`config.mk`:
```
export PLATFORM = sky130hd
export DESIGN_NAME = eic_vectored_flat
export DESIGN_NICKNAME = d
export VERILOG_FILES = /design/src/rtl/eic_vectored_pkg.sv /design/src/rtl/eic_vectored_if.sv /design/src/rtl/eic_vectored_prio_enc.sv /design/src/rtl/eic_vectored.sv /design/src/flat_wrapper.sv
export SDC_FILE = /design/constraint.sdc
export NUM_CORES = 1
export LEC_CHECK = 0
export CORE_ASPECT_RATIO = 0.9
export CORE_MARGIN = 2
export CORE_UTILIZATION = 35
export DETAILED_ROUTE_END_ITERATION = 16
export PLACE_DENSITY_LB_ADDON = 0.08
export SYNTH_ARGS = -nofsm -noshare
export SYNTH_HDL_FRONTEND = slang
export SYNTH_SLANG_ARGS = --single-unit
```
`constraint.sdc`:
```
create_clock -name clk -period 1.5 [get_ports clk]
set_clock_uncertainty 0.15 [all_clocks]
set_input_delay 0.45 -clock clk [delete_from_list [all_inputs] [get_ports clk]]
set_output_delay 0.45 -clock clk [all_outputs]
set_load 0.03 [all_outputs]
```
`src/rtl/eic_vectored_pkg.sv`:
```
// Shared constants and types for the vectored external interrupt controller.
// Register offsets within the controller's IO slot and the INR read layout.
package eic_vectored_pkg;

  // IO slot of the interrupt controller on the CPU IO bus
  localparam logic [2:0] EIC_ADDR = 3'h0;

  // Register offsets within the slot
  localparam logic [3:0] IER_ADDR = 4'h0;
  localparam logic [3:0] INR_ADDR = 4'h1;
  localparam logic [3:0] IPR_ADDR = 4'h2;
  localparam logic [3:0] ITR_ADDR = 4'h3;

  // Upper bound on the number of interrupt channels
  localparam int EIC_MAX_IRQ = 16;

  // Read layout of INR: in-service flag on top, channel index at the bottom
  typedef struct packed {
    logic        in_service;
    logic [14:0] reserved;
    logic [15:0] index;
  } inr_t;

endpackage

```
`src/rtl/eic_vectored_if.sv`:
```
// IO bus slave port of the interrupt controller.
// The CPU side uses the master modport, the controller the slave modport.
interface eic_vectored_if;
  logic        io_sel;
  logic [3:0]  io_addr;
  logic        io_wr_en;
  logic        io_rd_en;
  logic [31:0] io_wr_data;
  logic [31:0] io_rd_data;

  modport master (
    output io_sel, io_addr, io_wr_en, io_rd_en, io_wr_data,
    input  io_rd_data
  );

  modport slave (
    input  io_sel, io_addr, io_wr_en, io_rd_en, io_wr_data,
    output io_rd_data
  );
endinterface

```
`src/rtl/eic_vectored_prio_enc.sv`:
```
// Lowest-index-first priority encoder used to pick the interrupt winner.
module eic_prio_enc #(
  parameter int N     = 8,
  parameter int IDX_W = 3
) (
  input  logic [N-1:0]     req,
  output logic [IDX_W-1:0] winner,
  output logic             valid
);

  // Scan from the top down so the lowest set index is the last one written
  always_comb begin
    winner = '0;
    valid  = 1'b0;
    for (int i = N - 1; i >= 0; i--) begin
      if (req[i]) begin
        winner = IDX_W'(i);
        valid  = 1'b1;
      end
    end
  end

endmodule

```
`src/rtl/eic_vectored.sv`:
```
// Vectored external interrupt controller: NUM_IRQ channels with per-channel
// edge/level mode, pending register, fixed lowest-index priority and an
// acknowledge / end-of-interrupt handshake with the CPU.
// Optional: define EIC_SYNC_EN to pass each input through a 2-flop
// synchroniser before edge detection.
module eic_vectored
  import eic_vectored_pkg::*;
#(
  parameter int NUM_IRQ = 8,
  parameter int IDX_W   = (NUM_IRQ > 1) ? $clog2(NUM_IRQ) : 1
) (
  input  logic               clk,
  input  logic               rst_n,
  input  logic [NUM_IRQ-1:0] irq_in,
  eic_vectored_if.slave      bus,
  output logic               irq_req,
  input  logic               irq_ack
);

  logic [NUM_IRQ-1:0] ier, itr, ipr, prev, s, active, ipr_nxt;
  logic [NUM_IRQ-1:0] w1c_mask, mode_chg, ack_clr;
  logic [IDX_W-1:0]   inr_index, winner;
  logic               in_service, valid;
  logic               wr, rd, take, eoi;
  logic [31:0]        rd_val, rd_data;
  inr_t               inr_view;

`ifdef EIC_SYNC_EN
  logic [NUM_IRQ-1:0] sync1, sync2;

  // Two-flop synchroniser for the asynchronous interrupt lines
  always_ff @(posedge clk or negedge rst_n) begin
    if (!rst_n) begin
      sync1 <= '0;
      sync2 <= '0;
    end else begin
      sync1 <= irq_in;
      sync2 <= sync1;
    end
  end

  assign s = sync2;
`else
  assign s = irq_in;
`endif

  assign wr     = bus.io_sel & bus.io_wr_en;
  assign rd     = bus.io_sel & bus.io_rd_en;
  assign take   = irq_ack & irq_req;
  assign eoi    = wr && (bus.io_addr == INR_ADDR);
  assign active = ipr & ier;

  assign w1c_mask = (wr && bus.io_addr == IPR_ADDR) ? bus.io_wr_data[NUM_IRQ-1:0] : '0;
  assign mode_chg = (wr && bus.io_addr == ITR_ADDR) ? (bus.io_wr_data[NUM_IRQ-1:0] ^ itr) : '0;

  eic_prio_enc #(.N(NUM_IRQ), .IDX_W(IDX_W)) u_prio (
    .req    (active),
    .winner (winner),
    .valid  (valid)
  );

  // Next pending state: edge channels latch rises with set-wins over clears,
  // level channels follow the line, and a mode change wipes the bit
  always_comb begin
    ack_clr = '0;
    ipr_nxt = '0;
    for (int i = 0; i < NUM_IRQ; i++) begin
      ack_clr[i] = take & valid & (winner == IDX_W'(i));
      if (itr[i]) begin
        ipr_nxt[i] = (s[i] & ~prev[i]) | (ipr[i] & ~(w1c_mask[i] | ack_clr[i]));
      end else begin
        ipr_nxt[i] = s[i];
      end
      if (mode_chg[i]) begin
        ipr_nxt[i] = 1'b0;
      end
    end
  end

  // Read mux; unmapped offsets and bits above NUM_IRQ read as zero
  always_comb begin
    inr_view            = '0;
    inr_view.in_service = in_service;
    inr_view.index      = 16'(inr_index);
    rd_val              = '0;
    case (bus.io_addr)
      IER_ADDR: rd_val[NUM_IRQ-1:0] = ier;
      INR_ADDR: rd_val = inr_view;
      IPR_ADDR: rd_val[NUM_IRQ-1:0] = ipr;
      ITR_ADDR: rd_val[NUM_IRQ-1:0] = itr;
      default:  rd_val = '0;
    endcase
  end

  // Register file, acknowledge / EOI handshake and the registered request
  always_ff @(posedge clk or negedge rst_n) begin
    if (!rst_n) begin
      ier        <= '0;
      itr        <= '0;
      ipr        <= '0;
      prev       <= '0;
      in_service <= 1'b0;
      inr_index  <= '0;
      irq_req    <= 1'b0;
      rd_data    <= '0;
    end else begin
      prev <= s;
      ipr  <= ipr_nxt;
      if (wr && bus.io_addr == IER_ADDR) ier <= bus.io_wr_data[NUM_IRQ-1:0];
      if (wr && bus.io_addr == ITR_ADDR) itr <= bus.io_wr_data[NUM_IRQ-1:0];
      if (eoi) in_service <= 1'b0;
      if (take) begin
        in_service <= 1'b1;
        inr_index  <= winner;
      end
      irq_req <= take ? 1'b0 : ((|active) & ~in_service);
      if (rd) rd_data <= rd_val;
    end
  end

  assign bus.io_rd_data = rd_data;

endmodule
```
`src/flat_wrapper.sv`:
```
// flat-port wrapper written by rule: the top's interface ports become plain ports
module eic_vectored_flat import eic_vectored_pkg::*;
#(
  parameter int NUM_IRQ = 8,
  parameter int IDX_W   = (NUM_IRQ > 1) ? $clog2(NUM_IRQ) : 1
)
  (clk, rst_n, irq_in, irq_req, irq_ack, bus_io_sel, bus_io_addr, bus_io_wr_en, bus_io_rd_en, bus_io_wr_data, bus_io_rd_data);
  eic_vectored_if bus_i ();
  input  logic clk;
  input  logic rst_n;
  input  logic [NUM_IRQ-1:0] irq_in;
  output logic irq_req;
  input  logic irq_ack;
  input wire logic [$bits(bus_i.io_sel)-1:0] bus_io_sel;
  input wire logic [$bits(bus_i.io_addr)-1:0] bus_io_addr;
  input wire logic [$bits(bus_i.io_wr_en)-1:0] bus_io_wr_en;
  input wire logic [$bits(bus_i.io_rd_en)-1:0] bus_io_rd_en;
  input wire logic [$bits(bus_i.io_wr_data)-1:0] bus_io_wr_data;
  output wire logic [$bits(bus_i.io_rd_data)-1:0] bus_io_rd_data;
  assign bus_i.io_sel = bus_io_sel;
  assign bus_i.io_addr = bus_io_addr;
  assign bus_i.io_wr_en = bus_io_wr_en;
  assign bus_i.io_rd_en = bus_io_rd_en;
  assign bus_i.io_wr_data = bus_io_wr_data;
  assign bus_io_rd_data = bus_i.io_rd_data;
  eic_vectored #(.NUM_IRQ(NUM_IRQ), .IDX_W(IDX_W)) u_core (.clk(clk), .rst_n(rst_n), .irq_in(irq_in), .bus(bus_i), .irq_req(irq_req), .irq_ack(irq_ack));
endmodule
```
# After elaboration in Yosys (flattened, before gate mapping)
# Index checks and enable logic that the tools add are counted.
[op_classes]
eq_ne = 10
muxes = 39
n_bitwise = 64
n_reduce_logical = 8
[ops]
columns = ["op", "count"]
rows = [
  ["$pmux 8 s4", 1],
  ["$and 1x1->1", 29],
  ["$mux 1", 27],
  ["$mux 24", 1],
  ["$mux 3", 8],
  ["$not 1->1", 17],
  ["$mux 8", 2],
  ["$or 1x1->1", 16],
  ["$eq 3x3->1 const B", 4],
  ["$and 8x8->8", 1],
  ["$eq 4x2->1 const B", 2],
  ["$reduce_or 8->1", 1],
  ["$xor 8x8->8", 1],
  ["$eq 3x2->1 const B", 2],
  ["$eq 4x1->1 const B", 1],
  ["$logic_and 1x1->1", 4],
  ["$logic_not 4->1", 1],
  ["$eq 3x1->1 const B", 1],
  ["$logic_not 3->1", 1],
  ["$reduce_bool 2->1", 1],
]
[word_totals]
reg_bits = 69
output_inout_bits = 33
elab_cells = 129

# Logic depth before layout (Yosys ltp)
[logic_depth]
ltp_word = 17
mapped_depth = 6

# Hierarchy
# From an unflattened synthesis, not the netlist that was laid out.
[unflattened]
cells_unflattened = 266
area_unflattened_um2 = 2575.0
[modules_own_cells]
columns = ["module", "instances", "cells_per_inst", "area_per_inst_um2"]
rows = [
  ["eic_vectored", 1, 253, 2494.9],
  ["eic_prio_enc", 1, 13, 80.1],
]

# Least setup slack after synthesis
# No wires, ideal clock.
[synth_path]
kind = "input-to-reg"
from = "input bus_io_addr[2]"
to = "register u_core.ier[0]"
setup_time_ps = 125
t_arrival_ps = 1384
t_required_ps = 1225
slack_ps = -159
stages = 4
n_path_buf = 1
path_cell_list = "nand4bb_1 or3_1 buf_6 mux2_4"
[synth_via]
elab_chain_len = 2
[synth_lines]
columns = ["item", "line_no", "rtl"]
rows = [
  ["start: declaration", "flat_wrapper.sv:15", "input wire logic [$bits(bus_i.io_addr)-1:0] bus_io_addr;"],
  ["$logic_not 4->1", "eic_vectored.sv:109", "if (wr && bus.io_addr == IER_ADDR) ier <= bus.io_wr_data[NUM_IRQ-1:0];"],
  ["$logic_and 1x1->1", "eic_vectored.sv:109", ""],
  ["end signal: assignment", "eic_vectored.sv:109", ""],
  ["end: declaration", "eic_vectored.sv:20", "logic [NUM_IRQ-1:0] ier, itr, ipr, prev, s, active, ipr_nxt;"],
]
# No other way between the ends.
# A chain may end at the register's enable or synchronous reset.

# Worst setup path after layout
[layout_path]
from = "input bus_io_addr[2]"
to = "register u_core.ier[4]"
# Same word-level chain as after synthesis.

==> metrics.cfg <==
[drt]
detail-route-antenna-nets = 0
route.vias.total = 2180
detailedRoute.firstIterationViolations = 103
viasPerCell = 4.87
routed_wirelength_um = 6920
wl_cell_um = 15.5
drcViolationCount = 0
drtPass1Iterations = 4

[worst_setup_path]
criticalPathCategory = in2reg
required_ns = 1.54
crit_path_start = bus_io_addr[2]
worstPathArrival_ns = 1.55
end_kind = flip-flop
startpoint_type_of_the_worst_setup_path = primary input
critPathMaxFanout = 8
timing.rr.start = u_core.ier[3]$_DFFE_PN0P_

[layout]
post-route-util = 0.526
area.sequential_sq_um = 1150
synthToLayoutAreaGrowth_pct = 46.6
multi_input_area_sq_um = 1390
n_antenna_cell = 0
finalNetCount = 404
drive_gt1_frac = 0.423
n_fill_cell = 646

[global_route]
grt_pass1_vias = 2172
number_of_antenna_violations_at_the_first_check_in_global_routing = 0
grt_max_degree = 47
global_route.usage.total = 0.183
wire_length_of_the_first_global_routing_pass_um = 11200
grt_remaining_overflow = 0

[yosys]
mapped_cell_area_sq_um = 2510
synth_cell_type_count = 48
synth_top_cell_by_area = dfrtp_1
synth_edf_count = 0
leading_post_synthesis_cells_by_cell_area = dfrtp_1 46%, buf_4 6.9%, nand2_1 6.4%
synth_ff_type = dfrtp_1
yosysWarnings = 0
post_synth_inst_count = 248
synth.ff_latch_count = 46
synth-seq-area-share = 0.458
asyncSetResetFlopFracSynth = 1.00
post_synth.cell_area_avg_sq_um = 10.1
netlist.area_leader.share = 0.458

[timing]
timing_max_transition_violations_final = 0
max_freq_ghz = 0.664
hold_viol_final = 0
layout_worst_path_cycle_share = 1.00
final_period_minus_worst_setup_slack_ns = 1.51
setup_viol_count_final = 4
postLayoutSetupSlackWorst_ns = -0.00631
unrepaired_setup_endpoints_after_global_routing = yes

[power_and_ir_drop]
internal_power_mw = 2.49
ir_drop_v = 0.000458
p_switching_mw = 1.34
seqPwrFrac = 0.425
clock_power_share = 0.212
power_leakage_nw = 1.73
swShare = 0.350
comb_power_share = 0.363
p_per_area_nw_per_um2 = 1040

[die]
floorplan.core_area_sq_um = 7000
fp-row-count = 29
start_util = 0.359
die_area_sq_um = 7880
die_width_um = 93.4
pin_count = 83
chipHeight_um = 84.4

[place]
place.port_buffers = 35
post-dp-hpwl_um = 5050
placement.setup.worst_slack_ns = -0.756
place_congestion = 0.825

[status]
outcome = complete, but fails checks
violations = negative setup slack

[clock_network]
h-tree-depth = 2
clock_tree_root_driver_cell = clkbuf_8
cts_sinks = 46
cts-root-to-sink-buffers = 2
clk-insertion-delay-late_ns = 0.31
cts_tree = yes
numCtsBuffers = 5
cts.reportedPaths.clkPinSlew_ns = 0.10

[hold_path]
min_from = u_core.in_service$_DFFE_PN0P_
worstHoldPathType = reg2reg

[flow_run]
cap_viol_max_count = 0

[critical path: stages]
cell,delay [ns]
buf_6,0.10
nand4bb_4,0.22
or3_4,0.45
mux2_4,0.33
[per-layer routing]
metal / GRT usage / wire [um] / up-vias
met4: 0.0468 / 73 / 0
li1: - / - / 1063
met5: 0 / 0 / -
met2: 0.277 / 3010 / 61
met1: 0.264 / 3500 / 1049
met3: 0.0440 / 337 / 7
[per-stage QoR]
step           cells  power (mW)  setup TNS (ns)  hold WS (ns)  area [sq um]
2_1_floorplan    270        2.29           -1.35       0.00441          2650
3_3_place_gp     429        2.84          -22.89         0.307          3340
3_5_place_dp     429        2.85          -23.05         0.308          3340
4_1_cts          439        3.78          -0.417         0.340          3570
5_1_grt          448        4.05          -0.262         0.363          3690
6_report         448        3.84         -0.0143         0.340          3690
[flip-flops by register name (all words and copies together) (netlist names)]
name / flops
u_core.itr: 8
u_core.ipr: 8
u_core.bus.io_rd_data: 9
u_core.in_service: 1
u_core.irq_req: 1
u_core.ier: 8
u_core.inr_index: 3
u_core.prev: 8
[cells in the mapped netlist (2+ instances only)]
library cell and count:
a22oi_1 5, a31oi_1 5, buf_6 3, buf_4 23, buf_2 4, mux2i_1 5, and2_1 4, mux2_4 8
nand3_1 10, nand2_1 43, a22o_1 11, and3_1 2, clkbuf_1 2, nor3b_1 2, nor2_1 3, o21ai_0 13
mux4_2 3, nor3_1 4, a21o_1 2, nor2b_1 2, a211oi_1 5, a21oi_1 10, nand4b_1 4, inv_1 5
clkbuf_2 2, dfrtp_1 46
[repair_timing]
item | in CTS | in global routing
hold endpoints to repair | 46 | 0
setup buffers | 2 | 10
setup endpoints to repair | 35 | 39
pin swaps | 14 | 12
hold buffers | 1 | 0
gates resized for setup | 53 | 15
[cells in the final DEF (no fill, tap or decap), drive strengths merged, types with 3 or more instances in the layout]
master and n:
clkdlybuf4s50 17, nand2 43, nand4b 4, a22o 11, dfrtp 46, a31oi 5, mux4 3, inv 6
mux2 8, and2 5, a22oi 5, nor3 5, nor2 3, buf 91, o21ai 13, a211oi 6
nand3 10, conb 23, clkbuf 6, a21oi 10, mux2i 5
[worst paths after layout]
| check | endpoint | depth (start not counted) | slack (ns) |
|---|---|---|---|
| min reg2reg | u_core.irq_req$_DFF_PN0_ | 1 | 0.34 |
| min | u_core.irq_req$_DFF_PN0_ | 1 | 0.34 |
| max reg2reg | u_core.ipr[6]$_DFF_PN0_ | 5 | 0.01 |
| min in group asynchronous | u_core.bus.io_rd_data[0]$_DFFE_PN0P_ | 3 | 0.48 |
| max in group asynchronous | u_core.ier[3]$_DFFE_PN0P_ | 3 | 0.46 |
| max | u_core.ier[4]$_DFFE_PN0P_ | 4 | -0.006 |
[cells by family (layout without fill, tap and decap cells)]
kind of cell	count (synthesis)	count (layout)	synth area share
AOI/OAI and AO/OA	64	64	0.178
other	1	23	0.00149
and+or+nand+nor	81	81	0.160
muxes	16	16	0.0945
DFF	46	46	0.458
buffers and inverters	39	124	0.104
xor gates and xnor gates	1	1	0.00348
[power groups by stage]
stage               registers (mW)  clock network, mW  logic [mW]
floorplan                     1.67                  0       0.621
global placement              1.64                  0        1.20
detailed placement            1.64                  0        1.21
CTS                           1.62              0.840        1.31
global route                  1.66              0.891        1.51
finish                        1.63              0.815        1.39
[cell type report]
cell class	instances	share of cell area
timing repair buffer	111	0.248
multi-input combinational	185	0.377
sequential	46	0.313
inverter	5	0.00509
clock buffer	5	0.0187
tap	93	0.0316
clock inverter	3	0.00679
Power figures use the tool's default switching activity.
